[src/rtl/fetch_address_gen_pkg.sv]
// Shared types and constants for the fetch address generator and its metadata FIFO.
package fetch_address_gen_pkg;

  // Default limit on granted requests that have not yet returned data.
  localparam int FETCH_MAX_OUT = 2;

  // Per-request metadata that travels alongside a fetch and returns with its response.
  typedef struct packed {
    logic [1:0] pred;    // taken bits that steered the address after this fetch
    logic       ualign;  // first halfword of the fetched word is not part of the stream
  } fetch_meta;

  typedef enum logic [1:0] {
    FG_BOOT,
    FG_RUN,
    FG_HOLD
  } fgen_state;

  // A fetch that enters at bit1=1 never executes the lower halfword, so a
  // prediction that was taken only from that halfword must not redirect fetch.
  function automatic logic [1:0] pred_effective(input logic [1:0] pred_taken,
                                                input logic       ualign);
    return (ualign && (pred_taken == 2'b01)) ? 2'b00 : pred_taken;
  endfunction

endpackage

[src/rtl/fetch_address_gen_meta_fifo.sv]
// In-order FIFO holding one metadata entry per outstanding fetch request.
module fetch_meta_fifo
  import fetch_address_gen_pkg::*;
#(
  parameter int DEPTH = FETCH_MAX_OUT
) (
  input  logic      s_clk_i,
  input  logic      s_resetn_i,
  input  logic      push,
  input  fetch_meta push_data,
  input  logic      pop,
  output fetch_meta head,
  output logic      empty,
  output logic      full
);

  localparam int PW = (DEPTH > 1) ? $clog2(DEPTH) : 1;
  localparam int CW = $clog2(DEPTH + 1);
  localparam logic [PW-1:0] LAST = PW'(DEPTH - 1);

  fetch_meta     mem [DEPTH];
  logic [PW-1:0] wr_ptr;
  logic [PW-1:0] rd_ptr;
  logic [CW-1:0] count;
  logic          do_push;
  logic          do_pop;

  // A full FIFO may still accept a push when the head leaves in the same cycle.
  assign do_push = push & (~full | pop);
  assign do_pop  = pop & ~empty;
  assign empty   = (count == '0);
  assign full    = (count == CW'(DEPTH));
  assign head    = mem[rd_ptr];

  // Pointer and occupancy bookkeeping; wrap explicitly so any DEPTH works.
  always_ff @(posedge s_clk_i) begin
    // NOTE: state uses non-blocking (<=) so every register samples pre-edge values.
    if (!s_resetn_i) begin
      wr_ptr <= '0;
      rd_ptr <= '0;
      count  <= '0;
    end else begin
      if (do_push) wr_ptr <= (wr_ptr == LAST) ? '0 : wr_ptr + PW'(1);
      if (do_pop)  rd_ptr <= (rd_ptr == LAST) ? '0 : rd_ptr + PW'(1);
      case ({do_push, do_pop})
        2'b10:   count <= count + CW'(1);
        2'b01:   count <= count - CW'(1);
        default: count <= count;
      endcase
    end
  end

  // Entry storage; contents are only read when count says they are valid.
  always_ff @(posedge s_clk_i) begin
    // NOTE: storage array has no reset; the cleared pointers/count make stale entries unreachable.
    if (do_push) mem[wr_ptr] <= push_data;
  end

endmodule

[src/rtl/fetch_address_gen.sv]
// Fetch-stage next-address generator: holds the fetch PC, issues word requests,
// tracks outstanding fetches and tags each response with its metadata.
module fetch_address_gen
  import fetch_address_gen_pkg::*;
#(
  parameter int MAX_OUT = FETCH_MAX_OUT
) (
  input  logic        s_clk_i,
  input  logic        s_resetn_i,
  input  logic [31:0] s_boot_add_i,
  input  logic        s_redirect_i,
  input  logic [31:0] s_redirect_add_i,
  input  logic [1:0]  s_pred_taken_i,
  input  logic [31:0] s_pred_add_i,
  output logic [30:0] s_pred_fadd_o,
  input  logic        s_ibuf_full_i,
  output logic        s_fetch_req_o,
  output logic [31:0] s_fetch_add_o,
  input  logic        s_fetch_gnt_i,
  input  logic        s_fetch_rvalid_i,
  output logic [1:0]  s_rpred_o,
  output logic        s_rualign_o,
  output logic        s_rdiscard_o
);

  localparam int CW = $clog2(MAX_OUT + 1);
  localparam logic [CW-1:0] OUT_MAX = CW'(MAX_OUT);

  fgen_state     state_q, state_d;
  logic [31:1]   fa_q, fa_d;
  logic [CW-1:0] out_q, out_d;
  logic [CW-1:0] disc_q, disc_d;
  logic          ualign;
  logic          fire;
  logic          rv_eff;
  logic [1:0]    pred_eff;
  fetch_meta     head;
  logic          fifo_empty;
  logic          fifo_full;
  logic          unused_bits;

  // Halfword-aligned PC: bit1 alone tells whether the word is entered mid-way.
  assign ualign   = fa_q[1];
  assign pred_eff = pred_effective(s_pred_taken_i, ualign);

  // Request is suppressed during redirect, so a grant can only belong to a real request.
  assign fire   = s_fetch_req_o & s_fetch_gnt_i;
  // A response with nothing in flight is a leftover from before reset; ignore it.
  assign rv_eff = s_resetn_i & s_fetch_rvalid_i & (out_q != '0);

  // Bit0 of every address and the FIFO full flag carry no information here.
  assign unused_bits = ^{s_boot_add_i[0], s_redirect_add_i[0], s_pred_add_i[0], fifo_full};

  fetch_meta_fifo #(
    .DEPTH (MAX_OUT)
  ) u_meta_fifo (
    .s_clk_i    (s_clk_i),
    .s_resetn_i (s_resetn_i),
    .push       (fire),
    .push_data  ('{pred: pred_eff, ualign: ualign}),
    .pop        (rv_eff),
    .head       (head),
    .empty      (fifo_empty),
    .full       (fifo_full)
  );

  // Outstanding and discard counters; everything in flight at a redirect is old-stream.
  always_comb begin
    // NOTE: every always_comb output gets a default first so no path leaves it unassigned (no latch).
    out_d = out_q;
    case ({fire, rv_eff})
      2'b10:   out_d = out_q + CW'(1);
      2'b01:   out_d = out_q - CW'(1);
      default: out_d = out_q;
    endcase
    disc_d = disc_q;
    if (s_redirect_i) begin
      disc_d = out_d;
    end else if (rv_eff && (disc_q != '0)) begin
      disc_d = disc_q - CW'(1);
    end
  end

  // Next fetch address: redirect, then accepted prediction, then sequential word.
  always_comb begin
    fa_d = fa_q;
    if (s_redirect_i) begin
      fa_d = s_redirect_add_i[31:1];
    end else if (fire && (pred_eff != 2'b00)) begin
      fa_d = s_pred_add_i[31:1];
    end else if (fire) begin
      fa_d = {fa_q[31:2] + 30'd1, 1'b0};
    end
  end

  // Next state: stall when the in-flight window fills or the buffer is full.
  always_comb begin
    state_d = state_q;
    if (s_redirect_i) begin
      state_d = FG_RUN;
    end else begin
      case (state_q)
        FG_BOOT:        state_d = FG_RUN;
        FG_RUN, FG_HOLD: state_d = ((out_d == OUT_MAX) || s_ibuf_full_i) ? FG_HOLD : FG_RUN;
        default:        state_d = FG_BOOT;
      endcase
    end
  end

  // Outputs: request qualification, word address and response metadata.
  always_comb begin
    s_fetch_req_o = s_resetn_i & (state_q == FG_RUN) & ~s_redirect_i &
                    (out_q < OUT_MAX) & ~s_ibuf_full_i;
    s_fetch_add_o = {fa_q[31:2], 2'b00};
    s_pred_fadd_o = fa_q;
    s_rpred_o     = rv_eff ? head.pred : 2'b00;
    s_rualign_o   = rv_eff & head.ualign;
    s_rdiscard_o  = rv_eff & (disc_q != '0);
  end

  // State register.
  always_ff @(posedge s_clk_i) begin
    if (!s_resetn_i) state_q <= FG_BOOT;
    else             state_q <= state_d;
  end

  // Fetch address and counter registers; reset drops all in-flight tracking.
  always_ff @(posedge s_clk_i) begin
    if (!s_resetn_i) begin
      fa_q   <= s_boot_add_i[31:1];
      out_q  <= '0;
      disc_q <= '0;
    end else begin
      fa_q   <= fa_d;
      out_q  <= out_d;
      disc_q <= disc_d;
    end
  end

  // Counters can never leave their legal range; FIFO occupancy tracks out_q.
  always_ff @(posedge s_clk_i) begin
    if (s_resetn_i) begin
      assert (out_q <= OUT_MAX);
      assert (disc_q <= out_q);
      assert (fifo_empty == (out_q == '0));
    end
  end

endmodule

[config.mk]
export PLATFORM = sky130hd
export DESIGN_NAME = fetch_address_gen
export DESIGN_NICKNAME = d
export VERILOG_FILES = /design/src/rtl/fetch_address_gen_pkg.sv /design/src/rtl/fetch_address_gen_meta_fifo.sv /design/src/rtl/fetch_address_gen.sv
export SDC_FILE = /design/constraint.sdc
export NUM_CORES = 1
export LEC_CHECK = 0
export ABC_AREA = 1
export BUFFER_PORTS_ARGS = -buffer_cell sky130_fd_sc_hd__buf_2
export CORE_MARGIN = 3
export CORE_UTILIZATION = 40
export CTS_BUF_LIST = sky130_fd_sc_hd__clkbuf_2
export DETAILED_ROUTE_END_ITERATION = 6
export GPL_TIMING_DRIVEN = 0
export PLACE_DENSITY = 0.69
export SETUP_SLACK_MARGIN = 0.4
export SLEW_MARGIN = 40
export SYNTH_ARGS = -nofsm -noshare
export SYNTH_HDL_FRONTEND = slang
export SYNTH_SLANG_ARGS = --single-unit
[constraint.sdc]
create_clock -name s_clk_i -period 3.96 [get_ports s_clk_i]
set_input_delay 0.99 -clock s_clk_i [delete_from_list [all_inputs] [get_ports s_clk_i]]
set_output_delay 0.99 -clock s_clk_i [all_outputs]
set_load 0.01 [all_outputs]
==> results of run 1 <==
[power breakdown]
group	switching (W)	total, W	internal [W]
combinational	0.000218	0.000406	0.000188
clock	0.000184	0.000289	0.000105
sequential	0.0000592	0.000651	0.000592
total	0.000461	0.00135	0.000885
[critical path: cells and delay by family]
kind	cells	cell delay, ps
AND/OR/NAND/NOR	2	250
buffers and inverters	5	680
[synth_stat cells, types with 6 or more instances]
cell / number / area (µm²)
clkbuf_1: 10 / 37.5
o21bai_1: 9 / 67.6
nand3_1: 49 / 245
dfxtp_1: 11 / 220
ha_1: 7 / 87.6
buf_4: 32 / 240
o21ai_0: 31 / 155
nor2_1: 67 / 251
nand2_1: 153 / 574
xor2_1: 11 / 96.3
a21oi_1: 34 / 170
inv_1: 62 / 233
or2_0: 6 / 37.5
edfxtp_1: 37 / 1110
[cell type report]
type	instances	area, µm²
fillers	953	4370
multi-input cells	406	1980
flip-flops and latches	48	1330
repair buffers	165	826
plain buffers	52	352
inverters	64	245
well taps	129	161
clock inverters	3	42.5
clock buffers	5	25.0
[worst min-delay path by stage]
stage | from | end
after global routing | u_meta_fifo.rd_ptr$_SDFFE_PN0P_ | u_meta_fifo.rd_ptr$_SDFFE_PN0P_
after CTS | u_meta_fifo.rd_ptr$_SDFFE_PN0P_ | register
final | u_meta_fifo.rd_ptr$_SDFFE_PN0P_ | register
after global placement | u_meta_fifo.rd_ptr$_SDFFE_PN0P_ | u_meta_fifo.rd_ptr$_SDFFE_PN0P_
after detailed placement | u_meta_fifo.rd_ptr$_SDFFE_PN0P_ | u_meta_fifo.rd_ptr$_SDFFE_PN0P_
after floorplan | u_meta_fifo.rd_ptr$_SDFFE_PN0P_ | register
[logic make-up after synthesis]
logic type	share of synthesized area [%]
muxes	0.868
and+or+nand+nor	32.7
AOI/OAI and AO/OA	12.1
DFF	34.2
other	0.0963
buffers and inverters	15.3
adders and majority gates	2.25
xor gates and xnor gates	2.48
[metrics by stage]
step           std cells  hold slack, ps
2_1_floorplan        570             426
3_3_place_gp         864             438
3_5_place_dp         864             451
4_1_cts              872             482
5_1_grt              872             499
6_report             872             495
[metal layers]
| metal | vias to the layer above | wire length (µm) |
|---|---|---|
| met1 | 1949 | 5590 |
| met5 | - | 0 |
| met2 | 213 | 5940 |
| met3 | 28 | 1130 |
| li1 | 2152 | - |
| met4 | 0 | 261 |
[cell usage in the layout, fill, tap and decap left out, types with 4 or more instances in the layout]
master    netlist  final
nand4_1         4      4
a21oi_1        34     34
clkbuf_2        1      6
nand3b_1        4      4
dfxtp_1        11     11
buf_2           4    169
ha_1            7      7
o21ai_1         4      4
or2_0           6      6
buf_6           4      4
o211ai_1        4      4
xor2_1         11     11
nor2_1         67     67
clkbuf_1       10     10
o21ai_0        31     31
inv_1          62     62
buf_4          32     32
nand3_1        49     49
nand2_1       153    152
edfxtp_1       37     37
o21bai_1        9      9
[flip-flops by register name, indices dropped and copies added, names as in the netlist, named ones only]
name	flops
u_meta_fifo.count	2
disc_q	2
u_meta_fifo.rd_ptr	1
s_pred_fadd_o	31
u_meta_fifo.wr_ptr	1
state_q	2
u_meta_fifo.mem	6
out_q	2
==> impl_metrics.csv, run 1 <==
group,metric,value,unit
cts,cts-hold-fix-buffers,0,
yosys,ys_types,37,
global_routing,gr-usage-met1,29.9,%
layout,area_growth,27.4,%
worst_setup_path,path_class,"input pin to output pin",
yosys,avgSynthCellArea,6.84,µm²
sta,setup_violations,0,
worst_setup_path,cp.required,2970,ps
worst_hold_path,whs_path_depth,1,
worst_setup_path,endpoint_kind,"output pin",
worst_hold_path,hp-class,"register to register",
sta,fmax,344,MHz
run,cap_violations,0,
yosys,synth_warnings,0,
cts,htree_levels,2,
cts,clockRootBuffer,"clkbuf_2",
layout,drive_gt1_share,30.8,%
placed_design,dp_hpwl,10300,µm
placed_design,dp_slack,949,ps
global_routing,grt_util_met2,38.7,%
drt,via_per_inst,4.98,
cts,numCtsBuffers,5,
floorplan,die_x,105,µm
worst_setup_path,worstPathMaxFanout,10,
drt,drc_errors,0,
yosys,syn-cell-area,3890,µm²
worst_setup_path,start_kind,"input pin",
sta,finalClockSkew,36.9,ps
floorplan,design.core.area,9330,µm²
global_routing,groute.usage.overall,23.0,%
worst_setup_path,reg2reg_to,"state_q[0]$_SDFF_PN0_",
cts,clk-insertion-delay-late,460,ps
power,fin_total_pwr,0.00135,W
floorplan,std_cell_rows,35,
placed_design,port_buffers,165,
floorplan,start_util,41.7,%
worst_setup_path,critical_path.endpoint,"s_rualign_o",
sta,drv_slew,0,
layout,fin_nets,853,
yosys,ys_ff_latch,48,
cts,clk_path_buf_depth,2,
layout,utilization,53.2,%
global_routing,antenna_found_initial,0,
worst_setup_path,startpoint,"s_resetn_i",
worst_setup_path,cp_common_cell,"buf_2",
global_routing,grt_pass1_wl,20200,µm
global_routing,grt_max_degree,32,
power,power.density,271,nW/µm²
drt,antenna_left,0,
layout,diodes,0,
power,leakage,2.51,nW
sta,finalSetupTns,0,ps
cts,post_cts.repair.setup_buffers,0,
status,status,"finished, final reports clean",
layout,finalInstanceArea,4960,µm²
sta,finalCriticalPeriod,2910,ps
drt,dr.pass1.iters,5,
cts,clkSlewWorstSetupHoldPaths,280,ps
worst_setup_path,arrival,1920,ps
cts,cts_tree,"built",
worst_setup_path,slowest_stage,"buf_2",
global_routing,busiest_layer,"met2",
floorplan,dieArea,11000,µm²
yosys,async_flop_share,0,%
global_routing,grt_overflow,0,
placed_design,gp_congestion,0.864,
floorplan,ioPinCount,172,
worst_setup_path,regToRegSetupSlack,1790,ps
power,peakVddDrop,0.111,mV
global_routing,use_met3,4.39,%
drt,routed_wl,12900,µm
yosys,syn_inst,569,
worst_setup_path,rr_startpoint,"state_q[1]$_SDFF_PP0_",
sta,hold_viol_final,0,
worst_setup_path,r2r_cells,14,
drt,dr.first_iter.drc_count,236,
cts,numClockSinks,48,
placed_design,dpl_cell_area,4890,µm²
drt,vias,4342,
cts,cts.repair.resized,0,
drt,wl_per_cell,14.8,µm
yosys,synthFlopType,"edfxtp_1",
worst_setup_path,path_cells,"buf_2 -> buf_2 -> nand2_1 -> inv_1 -> nand2_1 -> inv_1 -> buf_2",
sta,fin_ws,1050,ps
yosys,yosysSeqAreaShare,34.2,%
sta,rsz0062_at_grt,"false",
global_routing,grt_pass1_vias,4135,
yosys,synth_edf_count,37,
sta,worst_pin_slew,684,ps
worst_setup_path,critical_path.max_stage_delay,220,ps
sta,period_share,73.4,%
sta,relSlewSlack,54.4,%
floorplan,die_y,105,µm
(Power assumes the default switching activity.)
==> inputs of run 2 (changes only) <==
--- a/config.mk
+++ b/config.mk
@@ -12,7 +12,7 @@
 export CTS_BUF_LIST = sky130_fd_sc_hd__clkbuf_2
 export DETAILED_ROUTE_END_ITERATION = 6
 export GPL_TIMING_DRIVEN = 0
-export PLACE_DENSITY = 0.69
+export PLACE_DENSITY = 0.72
 export SETUP_SLACK_MARGIN = 0.4
 export SLEW_MARGIN = 40
 export SYNTH_ARGS = -nofsm -noshare
==> constraint.sdc (replaced) <==
create_clock -name s_clk_i -period 2.5 [get_ports s_clk_i]
set_input_delay 0.625 -clock s_clk_i [delete_from_list [all_inputs] [get_ports s_clk_i]]
set_output_delay 0.625 -clock s_clk_i [all_outputs]
set_load 0.01 [all_outputs]
==> impl_metrics.csv, run 2 (synthesized netlist as in run 1, its figures left out) <==
group,metric,value,unit
layout,fillers,883,
global_routing,grt_max_degree,32,
sta,finalCriticalPeriod,2070,ps
floorplan,ioPinCount,172,
sta,finalSetupTns,0,ps
placed_design,port_buffers,165,
floorplan,std_cell_rows,35,
layout,largest_reg_flops,31,
sta,drv_slew,0,
worst_hold_path,hp-class,"input pin to register",
drt,dr.first_iter.drc_count,278,
layout,diodes,0,
worst_setup_path,critical_path.max_stage_delay,400,ps
drt,via_per_inst,4.97,
sta,worst_pin_slew,718,ps
cts,clkSlewWorstSetupHoldPaths,300,ps
sta,finalClockSkew,28.7,ps
drt,vias,4424,
drt,drc_errors,0,
global_routing,grt_overflow,0,
power,switching_power,0.000750,W
power,p_sw_share,32.8,%
drt,routed_wl,13700,µm
global_routing,grt_pass1_vias,4052,
cts,numClockSinks,48,
power,pwr-share-comb,30.4,%
global_routing,grt_pass1_wl,20600,µm
sta,setup_violations,0,
status,status,"finished, final reports clean",
cts,clockRootBuffer,"clkbuf_2",
drt,dr.pass1.iters,5,
layout,layout_commonest_cell,"buf_2",
floorplan,start_util,41.7,%
worst_setup_path,cp.required,1880,ps
sta,hold_viol_final,0,
sta,period_share,82.8,%
layout,fin_nets,871,
cts,cts_tree,"built",
power,peakVddDrop,0.242,mV
worst_setup_path,path_buf_inv,3,
power,clock_power_share,24.5,%
worst_setup_path,endpoint_kind,"output pin",
sta,fmax,483,MHz
worst_setup_path,path_cells,"nor2_1 -> nor2_1 -> nand2_2 -> inv_4 -> nand2_2 -> inv_1 -> buf_2",
worst_setup_path,start_kind,"register",
worst_setup_path,path_delay_family,"flip-flops",
sta,relSlewSlack,52.1,%
layout,drive_gt1_share,35.9,%
global_routing,antenna_found_initial,0,
layout,multiInputGateArea,2080,µm²
global_routing,groute.usage.overall,23.4,%
cts,htree_levels,2,
cts,clk-insertion-delay-late,460,ps
layout,finalInstanceArea,5260,µm²
power,power_frac_seq,45.1,%
floorplan,die_y,105,µm
worst_setup_path,path_class,"register to output pin",
sta,rsz0062_at_grt,"true",
run,cap_violations,0,
placed_design,gp_congestion,0.914,
worst_setup_path,arrival,1440,ps
floorplan,dieArea,11000,µm²
drt,antenna_left,0,
cts,numCtsBuffers,5,
power,power.density,435,nW/µm²
power,p_int,0.00154,W
placed_design,dp_hpwl,10600,µm
layout,area_growth,35.1,%
power,leakage,2.62,nW
placed_design,dpl_cell_area,4910,µm²
worst_setup_path,slowest_stage,"dfxtp_2",
floorplan,design.core.area,9330,µm²
floorplan,die_x,105,µm
layout,seqCellArea,1340,µm²
layout,mostFrequentLayoutCells,"165 x buf_2, 146 x nand2_1, 64 x nor2_1, 56 x inv_1, 50 x buf_4",
worst_setup_path,worstPathMaxFanout,4,
cts,clk_path_buf_depth,2,
drt,wl_per_cell,15.4,µm
==> run 2: metrics by stage <==
step | worst slack, ps | hold WS (ps) | utilization (%) | cells | total power, W
global route | 326 | 424 | 56.4 | 890 | 0.00241
CTS | 400 | 427 | 53.9 | 875 | 0.00226
global placement | -53.8 | 436 | 52.6 | 864 | 0.00169
finish | 431 | 446 | 56.4 | 890 | 0.00229
floorplan | 406 | 426 | - | 570 | 0.00141
detailed placement | -95.9 | 446 | 52.6 | 864 | 0.00170
==> run 2: power groups by stage <==
| stage | combinational, W | clock (W) | sequential [W] |
|---|---|---|---|
| floorplan | 0.000361 | 0 | 0.00105 |
| global placement | 0.000633 | 0 | 0.00105 |
| detailed placement | 0.000642 | 0 | 0.00105 |
| CTS | 0.000656 | 0.000571 | 0.00103 |
| global route | 0.000767 | 0.000602 | 0.00104 |
| finish | 0.000695 | 0.000561 | 0.00103 |
==> run 2: per-layer routing <==
layer  wire [µm]  track usage (%)
met2        6480             39.9
met3        1260             4.26
met4         272             6.47
met1        5650             30.6
met5           0                0
==> run 2: worst paths after layout <==
check / from / to / slack, ps / cells past startpoint
worst max-delay path: out_q[1]$_SDFF_PN0_ / s_rualign_o / 430 / 7
worst min-delay path: s_boot_add_i[4] / s_pred_fadd_o[3]$_DFFE_PP_ / 450 / 3
worst max register to register: state_q[1]$_SDFF_PP0_ / state_q[0]$_SDFF_PN0_ / 490 / 14
worst min register to register: u_meta_fifo.rd_ptr$_SDFFE_PN0P_ / register / 480 / 1
==> run 2: worst reg2reg max path, delay by kind of cell, from the launching register on <==
family	cells	cell delay (ps)
simple gates	9	850
xor+xnor	1	200
buf+inv	2	110
fa+ha+maj	2	420
flops	1	390
==> run 2: repair_timing <==
item | 4_1_cts | 5_1_grt
pin swaps | 1 | 10
hold buffers | 0 | 0
setup endpoints to repair | 6 | 42
resized for setup | 6 | 30
setup buffers | 3 | 15
==> run 2: area by class of cell <==
class                           instances  share of cell area (%)
Sequential cell                        48                    25.4
Tap cell                              129                    3.07
Inverter                               64                    4.71
Clock inverter                          3                    1.31
Clock buffer                            5                   0.476
Buffer                                 52                    6.69
Timing Repair Buffer                  183                    18.7
Multi-Input combinational cell        406                    39.6
==> inputs of run 3 (changes only) <==
--- a/config.mk
+++ b/config.mk
@@ -5,14 +5,14 @@
 export SDC_FILE = /design/constraint.sdc
 export NUM_CORES = 1
 export LEC_CHECK = 0
-export ABC_AREA = 1
+export ABC_AREA = 0
 export BUFFER_PORTS_ARGS = -buffer_cell sky130_fd_sc_hd__buf_2
 export CORE_MARGIN = 3
 export CORE_UTILIZATION = 40
 export CTS_BUF_LIST = sky130_fd_sc_hd__clkbuf_2
 export DETAILED_ROUTE_END_ITERATION = 6
 export GPL_TIMING_DRIVEN = 0
-export PLACE_DENSITY = 0.72
+export PLACE_DENSITY = 0.75
 export SETUP_SLACK_MARGIN = 0.4
 export SLEW_MARGIN = 40
 export SYNTH_ARGS = -nofsm -noshare
==> constraint.sdc (replaced) <==
create_clock -name s_clk_i -period 1.9 [get_ports s_clk_i]
set_input_delay 0.475 -clock s_clk_i [delete_from_list [all_inputs] [get_ports s_clk_i]]
set_output_delay 0.475 -clock s_clk_i [all_outputs]
set_load 0.01 [all_outputs]
==> impl_metrics.csv, run 3 <==
group,metric,value,unit
status,status,"complete, but fails checks",
status,violations,"negative setup slack",
layout,drive_gt1_share,60.2,%
layout,seqCellArea,1340,µm²
yosys,synthTopCellsByArea,"edfxtp_1 33%, buf_4 7.1%, dfxtp_1 6.5%, xnor2_1 4.4%, nor2_1 4.0%",
sta,fin_ws,-142,ps
yosys,avgSynthCellArea,9.14,µm²
worst_setup_path,path_delay_family,"simple AND/OR/NAND/NOR gates",
worst_setup_path,rr_startpoint,"s_pred_fadd_o[2]$_DFFE_PP_",
floorplan,die_x,97.9,µm
layout,mostFrequentLayoutCells,"123 x buf_2, 112 x buf_6, 62 x buf_4, 37 x edfxtp_1, 29 x nor2_1",
worst_setup_path,endpoint_kind,"register",
placed_design,port_buffers,166,
global_routing,groute.usage.overall,26.8,%
global_routing,grt_pass1_vias,4164,
floorplan,ioPinCount,172,
global_routing,antenna_found_initial,0,
worst_setup_path,critical_path.endpoint,"s_pred_fadd_o[23]$_DFFE_PP_",
drt,via_per_inst,5.62,
worst_setup_path,cp_common_cell,"buf_6",
yosys,ys_types,53,
sta,finalSetupTns,-2340,ps
drt,drc_errors,0,
sta,finalCriticalPeriod,2040,ps
layout,utilization,78.8,%
drt,vias,4217,
layout,multiInputGateArea,2130,µm²
worst_setup_path,start_kind,"register",
cts,clk_path_buf_depth,2,
worst_setup_path,worstPathMaxFanout,6,
power,power.density,531,nW/µm²
drt,routed_wl,14900,µm
sta,relSlewSlack,50.4,%
drt,dr.pass1.iters,7,
sta,rsz0062_at_grt,"true",
sta,period_share,107,%
worst_setup_path,reg2reg_to,"s_pred_fadd_o[23]$_DFFE_PP_",
worst_setup_path,r2r_cells,8,
layout,layout_commonest_cell,"buf_2",
sta,setup_violations,38,
cts,cts_tree,"built",
yosys,ys_ff_latch,48,
sta,drv_slew,0,
global_routing,grt_pass1_wl,20900,µm
sta,hold_viol_final,0,
worst_setup_path,critical_path.max_stage_delay,450,ps
worst_setup_path,path_buf_inv,2,
cts,clk-insertion-delay-late,450,ps
yosys,synth_top_area_share,32.9,%
worst_setup_path,cp.required,2260,ps
yosys,synth_edf_count,37,
worst_setup_path,worst-path-stages,8,
layout,fillers,468,
yosys,synth_top_cells_by_count,"37 x edfxtp_1, 36 x nor2_1, 32 x buf_4",
sta,finalClockSkew,28.5,ps
cts,clockRootBuffer,"clkbuf_2",
layout,largest_reg_flops,31,
drt,antenna_left,0,
global_routing,grt_max_degree,17,
worst_setup_path,regToRegSetupSlack,-140,ps
floorplan,die_y,97.9,µm
worst_setup_path,path_cells,"buf_6 -> ha_4 -> nand2_4 -> or3_4 -> buf_6 -> or4_1 -> a31oi_1 -> a221o_2",
global_routing,grt_overflow,0,
layout,fin_nets,759,
cts,clkSlewWorstSetupHoldPaths,290,ps
yosys,synthFlopType,"edfxtp_1",
yosys,async_flop_share,0,%
layout,diodes,0,
sta,holdWs,297,ps
placed_design,dp_slack,-436,ps
worst_setup_path,startpoint,"s_pred_fadd_o[2]$_DFFE_PP_",
placed_design,gp_congestion,0.836,
worst_hold_path,whs_path_depth,3,
cts,numClockSinks,48,
floorplan,start_util,42.4,%
floorplan,design.core.area,7970,µm²
sta,fmax,490,MHz
worst_hold_path,hp-class,"input pin to register",
yosys,synthMostInstantiatedCell,"edfxtp_1",
cts,numCtsBuffers,5,
yosys,syn-cell-area,3370,µm²
floorplan,dieArea,9570,µm²
run,cap_violations,0,
worst_setup_path,path_class,"register to register",
yosys,yosysSeqAreaShare,39.5,%
yosys,synth_warnings,0,
yosys,synth_top_area_cell,"edfxtp_1",
placed_design,dp_hpwl,8760,µm
floorplan,std_cell_rows,32,
worst_setup_path,arrival,2400,ps
power,peakVddDrop,0.317,mV
power,leakage,2.75,nW
drt,dr.first_iter.drc_count,341,
drt,wl_per_cell,19.8,µm
sta,worst_pin_slew,744,ps
yosys,syn_inst,369,
cts,htree_levels,2,
layout,area_growth,86.1,%
worst_setup_path,slowest_stage,"edfxtp_1",
## run 3: cell count changes after synthesis, sizes merged, moves of 7 or more
cell and delta:
a21oi -12, a221o +8, a221oi +7, buf -8, inv -48, nand2 -136
nand3 -41, nor2 -35, nor4 +7, o21ai -14, o21bai -9, o22ai +9
or2 -7, xnor2 +17
## run 3: worst min-delay path by stage
stage                                 startpoint                           endpoint  slack (ps)
4_1_cts                          s_boot_add_i[1]         s_pred_fadd_o[0]$_DFFE_PP_         300
3_3_place_gp   u_meta_fifo.count[1]$_SDFFE_PN0P_  u_meta_fifo.count[1]$_SDFFE_PN0P_         500
2_1_floorplan    u_meta_fifo.rd_ptr$_SDFFE_PN0P_                           register         480
3_5_place_dp   u_meta_fifo.count[1]$_SDFFE_PN0P_  u_meta_fifo.count[1]$_SDFFE_PN0P_         510
6_report                         s_boot_add_i[1]         s_pred_fadd_o[0]$_DFFE_PP_         300
5_1_grt                     s_redirect_add_i[16]        s_pred_fadd_o[15]$_DFFE_PP_         300
## run 3: cell type report
class                   instances  area share [%]
multi-input cells             260            34.0
repair buffers                268            33.0
flip-flops and latches         48            21.4
plain buffers                  50            8.07
well taps                     102            2.03
inverters                      15           0.897
clock buffers                   5           0.398
clock inverters                 3           0.339
## run 3: cell families after synthesis
| family | Yosys count | share of synthesized area, % |
|---|---|---|
| flip-flops | 48 | 39.5 |
| AO/OA/AOI/OAI | 97 | 19.4 |
| buffers and inverters | 65 | 10.8 |
| other | 1 | 0.111 |
| multiplexers | 6 | 1.78 |
| adder cells (fa/ha/maj) | 7 | 2.60 |
| XOR/XNOR | 30 | 7.79 |
| AND/OR/NAND/NOR | 115 | 18.0 |
## run 3: per-layer routing
metal / track usage [%] / vias to the layer above / part of all wire (%)
met5: 0 / - / 0
met4: 10.5 / 0 / 4.3
met3: 4.86 / 61 / 8.8
met2: 48.4 / 273 / 51
met1: 31.3 / 1969 / 36
li1: - / 1914 / -
## run 3: what timing repair did
item                                    CTS  global route
hold buffers                              0             0
endpoints found under the setup margin  145           143
gates resized for setup                 117            79
cloned                                    3             2
setup buffers                            61            39
pin swaps                                15            32
## run 3: per-stage QoR
stage | area, µm² | std cells | total power (W)
floorplan | 3570 | 370 | 0.00185
global placement | 4530 | 638 | 0.00219
detailed placement | 4530 | 638 | 0.00222
CTS | 5600 | 710 | 0.00306
global route | 6280 | 751 | 0.00346
finish | 6280 | 751 | 0.00334
## run 3: tightest hold or removal path, cell delays in order
cell	delay, ps
buf_2	80
nor2_1	30
nor2_1	80
## run 3: power by group
part           internal, W  switching [W]  leakage [nW]
logic             0.000870       0.000644          2.26
clock network    0.0000971       0.000382        0.0338
registers          0.00124       0.000107         0.464
total              0.00220        0.00113          2.75
